**config.mk**
```make
export PLATFORM = sky130hd
export DESIGN_NAME = debug_inst_loader_flat
export DESIGN_NICKNAME = d
export VERILOG_FILES = /design/src/rtl/debug_inst_loader_if.sv /design/src/rtl/debug_inst_loader.sv /design/src/flat_wrapper.sv
export SDC_FILE = /design/constraint.sdc
export NUM_CORES = 1
export LEC_CHECK = 0
export ABC_CLOCK_PERIOD_IN_PS = 1600
export CAP_MARGIN = 20
export CELL_PAD_IN_SITES_DETAIL_PLACEMENT = 2
export CELL_PAD_IN_SITES_GLOBAL_PLACEMENT = 2
export CORE_MARGIN = 2
export CORE_UTILIZATION = 30
export CTS_CLUSTER_SIZE = 10
export DETAILED_ROUTE_END_ITERATION = 8
export PLACE_DENSITY_LB_ADDON = 0.05
export SLEW_MARGIN = 0
export SYNTH_ARGS = -nofsm -noshare
export SYNTH_HDL_FRONTEND = slang
export SYNTH_SLANG_ARGS = --single-unit
```
**constraint.sdc**
```tcl
create_clock -name i_clk -period 1.6 [get_ports i_clk]
set_input_delay 0.32 -clock i_clk [delete_from_list [all_inputs] [get_ports i_clk]]
set_output_delay 0.32 -clock i_clk [all_outputs]
set_load 0.01 [all_outputs]
```
**src/rtl/debug_inst_loader_if.sv**
```systemverilog
// Byte-stream loader bus: start/received-byte inputs and instruction-memory
// write port with load status, shared by the loader and its controller.
interface debug_inst_loader_if #(
  parameter int NB_INST = 32,
  parameter int NB_ADDR = 8
);
  logic               i_start;
  logic               i_rx_valid;
  logic [7:0]         i_rx_data;
  logic               o_debug_unit;
  logic               o_mem_wen;
  logic [NB_INST-1:0] o_mem_data;
  logic [NB_ADDR-1:0] o_wr_addr;
  logic               o_done;
  logic               o_overflow;
  logic [NB_ADDR:0]   o_word_count;

  modport master (
    output i_start, i_rx_valid, i_rx_data,
    input  o_debug_unit, o_mem_wen, o_mem_data, o_wr_addr,
           o_done, o_overflow, o_word_count
  );

  modport slave (
    input  i_start, i_rx_valid, i_rx_data,
    output o_debug_unit, o_mem_wen, o_mem_data, o_wr_addr,
           o_done, o_overflow, o_word_count
  );
endinterface

```
**src/rtl/debug_inst_loader.sv**
```systemverilog
// Assembles big-endian bytes into instruction words and writes them to
// instruction memory until the halt word or the end of memory is reached.
module debug_inst_loader #(
  parameter int                 NB_INST   = 32,
  parameter int                 NB_ADDR   = 8,
  parameter int                 MEM_DEPTH = 256,
  parameter logic [NB_INST-1:0] HALT_WORD = 32'hFC000000
) (
  input  logic               i_clk,
  input  logic               i_reset,
  debug_inst_loader_if.slave bus
);

  localparam int NB_BYTES = NB_INST / 8;
  localparam int IDX_W    = (NB_BYTES > 1) ? $clog2(NB_BYTES) : 1;
  localparam logic [IDX_W-1:0]   LAST_IDX  = IDX_W'(NB_BYTES - 1);
  localparam logic [NB_ADDR-1:0] LAST_ADDR = NB_ADDR'(MEM_DEPTH - 1);

  typedef enum logic [1:0] {IDLE, RECV, DONE} state_t;

  state_t             state;
  logic [IDX_W-1:0]   byte_idx;
  logic [NB_INST-1:0] asm_word;
  logic [NB_ADDR-1:0] addr;
  logic [NB_ADDR:0]   word_count;
  logic               debug_unit;
  logic               mem_wen;
  logic [NB_INST-1:0] mem_data;
  logic [NB_ADDR-1:0] wr_addr;
  logic               done;
  logic               overflow;

  // First received byte ends up in the most significant byte of the word.
  function automatic logic [NB_INST-1:0] shift_in(input logic [NB_INST-1:0] w,
                                                  input logic [7:0]         b);
    return {w[NB_INST-9:0], b};
  endfunction

  always_ff @(posedge i_clk) begin
    if (i_reset) begin
      state      <= IDLE;
      byte_idx   <= '0;
      asm_word   <= '0;
      addr       <= '0;
      word_count <= '0;
      debug_unit <= 1'b0;
      mem_wen    <= 1'b0;
      mem_data   <= '0;
      wr_addr    <= '0;
      done       <= 1'b0;
      overflow   <= 1'b0;
    end else begin
      mem_wen <= 1'b0;
      case (state)
        IDLE, DONE: begin
          if (bus.i_start) begin
            state      <= RECV;
            byte_idx   <= '0;
            asm_word   <= '0;
            addr       <= '0;
            word_count <= '0;
            overflow   <= 1'b0;
            done       <= 1'b0;
            debug_unit <= 1'b1;
          end
        end
        RECV: begin
          // Byte capture runs independently of the write bookkeeping below,
          // so a byte arriving during the strobe cycle is kept.
          if (bus.i_rx_valid) begin
            asm_word <= shift_in(asm_word, bus.i_rx_data);
            if (byte_idx == LAST_IDX) begin
              byte_idx <= '0;
              mem_wen  <= 1'b1;
              mem_data <= shift_in(asm_word, bus.i_rx_data);
              wr_addr  <= addr;
            end else begin
              byte_idx <= byte_idx + 1'b1;
            end
          end
          if (mem_wen) begin
            addr       <= addr + 1'b1;
            word_count <= word_count + 1'b1;
            if (mem_data == HALT_WORD) begin
              state      <= DONE;
              done       <= 1'b1;
              debug_unit <= 1'b0;
              overflow   <= 1'b0;
            end else if (wr_addr == LAST_ADDR) begin
              state      <= DONE;
              done       <= 1'b1;
              debug_unit <= 1'b0;
              overflow   <= 1'b1;
            end
          end
        end
        default: state <= IDLE;
      endcase
    end
  end

  assign bus.o_debug_unit = debug_unit;
  assign bus.o_mem_wen    = mem_wen;
  assign bus.o_mem_data   = mem_data;
  assign bus.o_wr_addr    = wr_addr;
  assign bus.o_done       = done;
  assign bus.o_overflow   = overflow;
  assign bus.o_word_count = word_count;

endmodule

```
**src/flat_wrapper.sv**
```systemverilog
// flat-port wrapper written by rule: the top's interface ports become plain ports
module debug_inst_loader_flat 
#(
  parameter int                 NB_INST   = 32,
  parameter int                 NB_ADDR   = 8,
  parameter int                 MEM_DEPTH = 256,
  parameter logic [NB_INST-1:0] HALT_WORD = 32'hFC000000
)
  (i_clk, i_reset, bus_i_start, bus_i_rx_valid, bus_i_rx_data, bus_o_debug_unit, bus_o_mem_wen, bus_o_mem_data, bus_o_wr_addr, bus_o_done, bus_o_overflow, bus_o_word_count);
  debug_inst_loader_if #(.NB_INST(NB_INST), .NB_ADDR(NB_ADDR)) bus_i ();
  input  logic i_clk;
  input  logic i_reset;
  input wire logic [$bits(bus_i.i_start)-1:0] bus_i_start;
  input wire logic [$bits(bus_i.i_rx_valid)-1:0] bus_i_rx_valid;
  input wire logic [$bits(bus_i.i_rx_data)-1:0] bus_i_rx_data;
  output wire logic [$bits(bus_i.o_debug_unit)-1:0] bus_o_debug_unit;
  output wire logic [$bits(bus_i.o_mem_wen)-1:0] bus_o_mem_wen;
  output wire logic [$bits(bus_i.o_mem_data)-1:0] bus_o_mem_data;
  output wire logic [$bits(bus_i.o_wr_addr)-1:0] bus_o_wr_addr;
  output wire logic [$bits(bus_i.o_done)-1:0] bus_o_done;
  output wire logic [$bits(bus_i.o_overflow)-1:0] bus_o_overflow;
  output wire logic [$bits(bus_i.o_word_count)-1:0] bus_o_word_count;
  assign bus_i.i_start = bus_i_start;
  assign bus_i.i_rx_valid = bus_i_rx_valid;
  assign bus_i.i_rx_data = bus_i_rx_data;
  assign bus_o_debug_unit = bus_i.o_debug_unit;
  assign bus_o_mem_wen = bus_i.o_mem_wen;
  assign bus_o_mem_data = bus_i.o_mem_data;
  assign bus_o_wr_addr = bus_i.o_wr_addr;
  assign bus_o_done = bus_i.o_done;
  assign bus_o_overflow = bus_i.o_overflow;
  assign bus_o_word_count = bus_i.o_word_count;
  debug_inst_loader #(.NB_INST(NB_INST), .NB_ADDR(NB_ADDR), .MEM_DEPTH(MEM_DEPTH), .HALT_WORD(HALT_WORD)) u_core (.i_clk(i_clk), .i_reset(i_reset), .bus(bus_i));
endmodule
```
# Yosys cells after proc, flatten, opt, wreduce, memory -nomap -nowiden

Cells that the tools add are included.

Register bits after elaboration: 89
Latch bits: 0
RAM bits: 0
Bits in read-only memories: 0
Bits of input ports: 12
Word-level logic and storage cells: 66
Memories: 0

$add $sub $neg: 3
$mul: 0
Divide/modulo/power cells: 0
Magnitude comparators: 0
Equal/unequal tests: 9
Shift operators: 0
Muxes and demuxes: 32
Bitwise logic cells: 2
Reduce and logical (&&, ||, !) cells: 9

Operators by type and width:

| operator               | number |
|---|---|
| $mux W24               | 2 |
| $pmux W24 S2           | 1 |
| $eq A32 B32 Y1 const B | 1 |
| $mux W9                | 2 |
| $pmux W9 S2            | 1 |
| $mux W8                | 2 |
| $pmux W8 S2            | 1 |
| $mux W2                | 7 |
| $reduce_and A3 Y1      | 4 |
| $mux W1                | 11 |
| $add A9 B1 Y9 const B  | 1 |
| $add A8 B1 Y8 const B  | 1 |
| $eq A8 B8 Y1 const B   | 1 |
| $pmux W2 S2            | 2 |
| $pmux W1 S2            | 3 |
| $eq A2 B2 Y1 const B   | 2 |
| $ne A2 B2 Y1 const B   | 2 |
| $reduce_and A4 Y1      | 1 |
| $ne A3 B1 Y1 const B   | 1 |
| $reduce_or A3 Y1       | 1 |
| $add A2 B1 Y2 const B  | 1 |
| $eq A2 B1 Y1 const B   | 1 |
| $logic_not A2 Y1       | 1 |
| $ne A2 B1 Y1 const B   | 1 |
| 3 further kinds        | 4 |

# Depth between registers and ports, before layout

Depth after elaboration: 5
Depth in mapped cells: 6
Mapped depth without buffers: 4

# Least setup slack after synthesis

No wires, ideal clock.

Path type: reg-to-reg
Start point: register u_core.mem_data[0] (netlist: u_core.bus.o_mem_data[0])
End point: register u_core.state[0]
Setup time: 0.134 ns
Data arrival time: 1.292 ns
Required time: 1.466 ns
Path slack: 0.174 ns
Stages on the path, launching flop included: 4
Period minus slack after synthesis: 1.426 ns
Cell sequence: dfxtp_1 or4b_4 nor4_4 o32ai_1

Longest elaborated chain between the ends: 4

Ends and longest elaborated chain:

| item                   | line                    | text |
|---|---|---|
| start, declared        | debug_inst_loader.sv:28 | `logic [NB_INST-1:0] mem_data;` |
| start signal, assigned | debug_inst_loader.sv:75 | `mem_data <= shift_in(asm_word, bus.i_rx_data);` |
| $eq A32 B32 Y1 (*)     | debug_inst_loader.sv:84 | `if (mem_data == HALT_WORD) begin` |
| $mux W2                | debug_inst_loader.sv:84 |  |
| $mux W2                | debug_inst_loader.sv:81 | `if (mem_wen) begin` |
| $pmux W2 S2            | debug_inst_loader.sv:54 | `case (state)` |
| end signal, assigned   | debug_inst_loader.sv:57 | `state <= RECV;` |
| end signal, assigned   | debug_inst_loader.sv:85 | `state <= DONE;` |
| end signal, assigned   | debug_inst_loader.sv:90 | `state <= DONE;` |
| end, declared          | debug_inst_loader.sv:21 | `state_t state;` |

Every way passes the cells marked *; elsewhere a longest branch is shown, timed or not. The select of a mux whose other input is x is not followed.
A chain may end at the register's enable or synchronous reset.

# Worst setup path in the final report

Start point: register u_core.mem_data[13] (netlist: u_core.bus.o_mem_data[13])
End point: register u_core.state[0]

The elaborated chain is that of the path after synthesis.

==> results by group <==
Run status
  • Status: finished with violations
  • Failing checks: negative setup slack

Floorplanning
  • Total die area: 12500 um2
  • # IOs: 65
  • Die H: about 110 um
  • Initial core utilization: ~31%
  • # rows: 39
  • Core ar.: roughly 11000 um2
  • Die X: 112 um

Timing
  • Slew HR: 75.7%
  • Least-Margin Pin Slew: 0.364 ns
  • Crit path time final: around 1.6 ns
  • Max Clk Rate: 625 MHz
  • Max Transition Viols Final: 0
  • Worst Clk Skew: just over 0.006 ns
  • Setup TNS: -0.000329 ns
  • Setup WS post-layout: -0.000329 ns
  • Tcrit/Tclk final: 100%
  • RSZ-0062 raised after global routing: yes
  • Final Hold Vio Count: 0
  • Setup violators final: 1

Critical path
  • Critical Path, Cell by Cell: nor4_4 > nand4_1 > buf_4 > nor4_4 > buf_6 > o32ai_1
  • Cells on worst reg2reg path: 6
  • Kind of critical path: flip-flop to flip-flop
  • Crit-path slowest cell: dfxtp_2
  • WP data required: ~1.8 ns
  • R2R Path Start: u_core.bus.o_mem_data[13]
  • Arr. time, crit path: 1.83 ns
  • Reg2reg setup slack: -0.0003 ns
  • Delay of the slowest critical-path stage: between 0.3 and 0.4 ns
  • Most frequent cell on the critical path: nor4_4
  • Max FO, Critical Path: 5
  • CP Capture Type: flip-flop
  • Reg2Reg Capture Point: u_core.state[0]
  • Setup crit start kind: flip-flop

Layout
  • Register Area: 1790 um2
  • Multi-input gate area: 1640 um2
  • Layout cells sized above 1: 16.6%
  • Nets: 533
  • FILL cells: 1289
  • Final Cell Area: 4990 um2
  • Antenna diodes: 0
  • P&R area growth vs syn: 42.9%

Yosys
  • Mapped Nets: 440
  • Synth Instances: roughly 430
  • Netlist cell types: between 40 and 50
  • Post-synthesis sequential area ratio: 51.0%
  • Mapped cell area: 3490 um2
  • Synth Area per Inst: about 8.2 um2
  • Yosys reg bits: 89
  • Ys Warns: 0

Clocking
  • Cts bufs inserted: 9
  • CTS Buffer Depth: 2
  • H-tree Lvls: 3
  • Clock Sinks: just under 90
  • Postcts setup bufs: 0
  • Clk pin slew, worst setup/hold paths: roughly 0.060 ns
  • CTS tree: done
  • Root buffer cell: clkbuf_16
  • Clock Latency Late Sink: 0.35 ns

Global route
  • Largest net degree at the start of global routing: 34
  • GRT overflow: 0
  • Initial antenna violation count: 0
  • Overall routing resource usage: 18.6%
  • First-pass GRT wire length: 18500 um
  • Number of global-route vias before repair: 3571

Detailed routing
  • WL final: 11300 um
  • # DRC: 0
  • Routed len/inst: 17.0 um
  • Detailed Routing Iterations Pass 1: 4
  • DRT antenna net count: 0
  • Via count: 3327
  • DR vias/cell: 5.00
  • DRT iter0 DRCs: between 100 and 150

Pwr
  • LEAKAGE: 0.00221 uW
  • Design Power: 4930 uW
  • Peak supply drop: 0.414 mV
  • P per Cell Area: 987 nW/um2

Min path
  • Hold_sp: i_reset
  • Min-delay worst type: input pin to flip-flop
  • Hold depth: 2
  • Worst Hold Path EP: u_core.bus.o_word_count[1]

Placed design
  • Post-DP HPWL: 7830 um
  • DP Area: 4610 um2
  • Gpl congestion: approximately 0.75
  • PortBufs: 64

Run
  • Max Cap Viol: 0
==> metrics by stage <==
stage	instances	utilization [%]	setup slack [ns]	hold slack (ns)
after floorplan	425	-	0.174	0.432
after global placement	651	40.6	-0.304	0.443
after detailed placement	651	40.6	-0.267	0.452
after CTS	666	43.3	-0.0596	0.229
after global routing	666	43.9	-0.0871	0.245
final	666	43.9	-0.000329	0.238
==> registers in the layout, summed over array words and instances (netlist names) <==
| name | flops |
|---|---|
| u_core.bus.o_mem_data | 32 |
| u_core.bus.o_done | 1 |
| u_core.bus.o_debug_unit | 1 |
| u_core.byte_idx | 2 |
| u_core.bus.o_overflow | 1 |
| u_core.bus.o_word_count | 9 |
| u_core.addr | 8 |
| u_core.bus.o_wr_addr | 8 |
| u_core.asm_word | 24 |
| u_core.bus.o_mem_wen | 1 |
| u_core.state | 2 |
==> critical path, delay by kind of cell (launching register included) <==
| family | cells | cell delay [ns] |
|---|---|---|
| AND/OR/NAND/NOR | 3 | 0.70 |
| buffers and inverters | 2 | 0.36 |
| flip-flops | 1 | 0.34 |
| AO/OA/AOI/OAI | 1 | 0.09 |
==> worst max-delay path by stage <==
stage / from / end / slack (ns) / cells after the start
after floorplan: u_core.bus.o_mem_data[0] / u_core.state[0] / 0.17 / 3
after global placement: u_core.bus.o_mem_data[5] / u_core.state[0] / -0.30 / 7
after detailed placement: u_core.bus.o_mem_data[5] / u_core.state[0] / -0.27 / 7
after CTS: u_core.bus.o_mem_data[13] / u_core.bus.o_overflow / -0.06 / 6
after global routing: u_core.bus.o_mem_data[8] / u_core.state[0] / -0.09 / 6
final: u_core.bus.o_mem_data[13] / u_core.state[0] / -0.0003 / 6
==> cells in the final DEF (no fill, tap or decap), types with 3 or more instances in the layout <==
master,synthesis,final
dlygate4sd2_1,0,35
clkdlybuf4s50_1,0,13
xor2_1,8,8
dfxtp_1,89,79
o211ai_1,4,4
o2111ai_1,3,3
nor4_4,1,3
ha_1,3,3
nand2_1,111,111
clkinv_2,0,3
xnor2_1,3,3
dfxtp_2,0,10
buf_12,0,6
clkbuf_16,0,9
buf_4,2,41
a21oi_1,75,75
nor2_1,23,23
dlymetal6s2s_1,0,15
nand3_1,32,32
nand2b_1,3,3
nand4_1,5,5
==> cells in the mapped netlist (all sizes together) <==
master | instances | share of area [%]
a21oi | 76 | 11
o21ai | 3 | 0.54
dfxtp | 89 | 51
and3 | 3 | 0.54
xnor2 | 3 | 0.75
a21o | 1 | 0.21
nand2 | 111 | 12
nor2 | 23 | 2.5
o31a | 1 | 0.25
nor4 | 6 | 1.5
nand2b | 3 | 0.54
nand3 | 32 | 4.6
and3b | 1 | 0.25
o2111ai | 3 | 0.75
xor2 | 8 | 2.0
nor4b | 1 | 0.25
o32ai | 1 | 0.25
or4b | 1 | 0.39
nor3b | 1 | 0.21
inv | 1 | 0.11
or3 | 1 | 0.18
clkbuf | 13 | 1.4
buf | 17 | 2.5
a211oi | 2 | 0.43
nand4 | 5 | 0.90
and2 | 1 | 0.18
o31ai | 1 | 0.21
ha | 3 | 1.1
o211ai | 4 | 0.86
a211o | 1 | 0.25
a22oi | 1 | 0.21
and2b | 2 | 0.57
or4 | 1 | 0.21
and4 | 1 | 0.25
nand3b | 2 | 0.43
a21bo | 1 | 0.29
mux2i | 1 | 0.29
==> repair_timing <==
item | CTS | global route
endpoints found under the setup margin | 41 | 21
pin swaps | 3 | 2
gates resized for setup | 50 | 21
hold buffers | 0 | 0
==> where the power goes <==
part	switching (uW)	internal (uW)
logic	243	150
registers	29.0	2250
clock network	897	1360
total	1170	3760
==> cells by family (layout without fill, tap and decap cells) <==
logic type	Yosys count	count (layout)	share of synthesized area [%]
muxes	1	1	0.286
buffers and inverters	31	129	4.05
AOI/OAI and AO/OA	95	95	15.5
adders and majority gates	3	3	1.07
DFF	89	89	51.0
xor gates and xnor gates	11	11	2.76
and+or+nand+nor	195	195	25.4
==> layout make-up <==
cell class / instances / area share [%]
tap: 143 / 3.58
timing repair buffer: 112 / 21.4
inverter: 1 / 0.0752
clock inverter: 6 / 1.65
clock buffer: 10 / 4.59
multi-input combinational: 305 / 32.8
sequential: 89 / 35.9
==> metal layers <==
metal | part of all wire [%] | track usage [%] | vias to the layer above
li1 | - | - | 1634
met1 | 44 | 22.5 | 1645
met2 | 52 | 33.2 | 39
met3 | 2.3 | 2.94 | 9
met4 | 1.4 | 7.32 | 0
met5 | 0 | 0 | -
(Power assumes the default switching activity.)
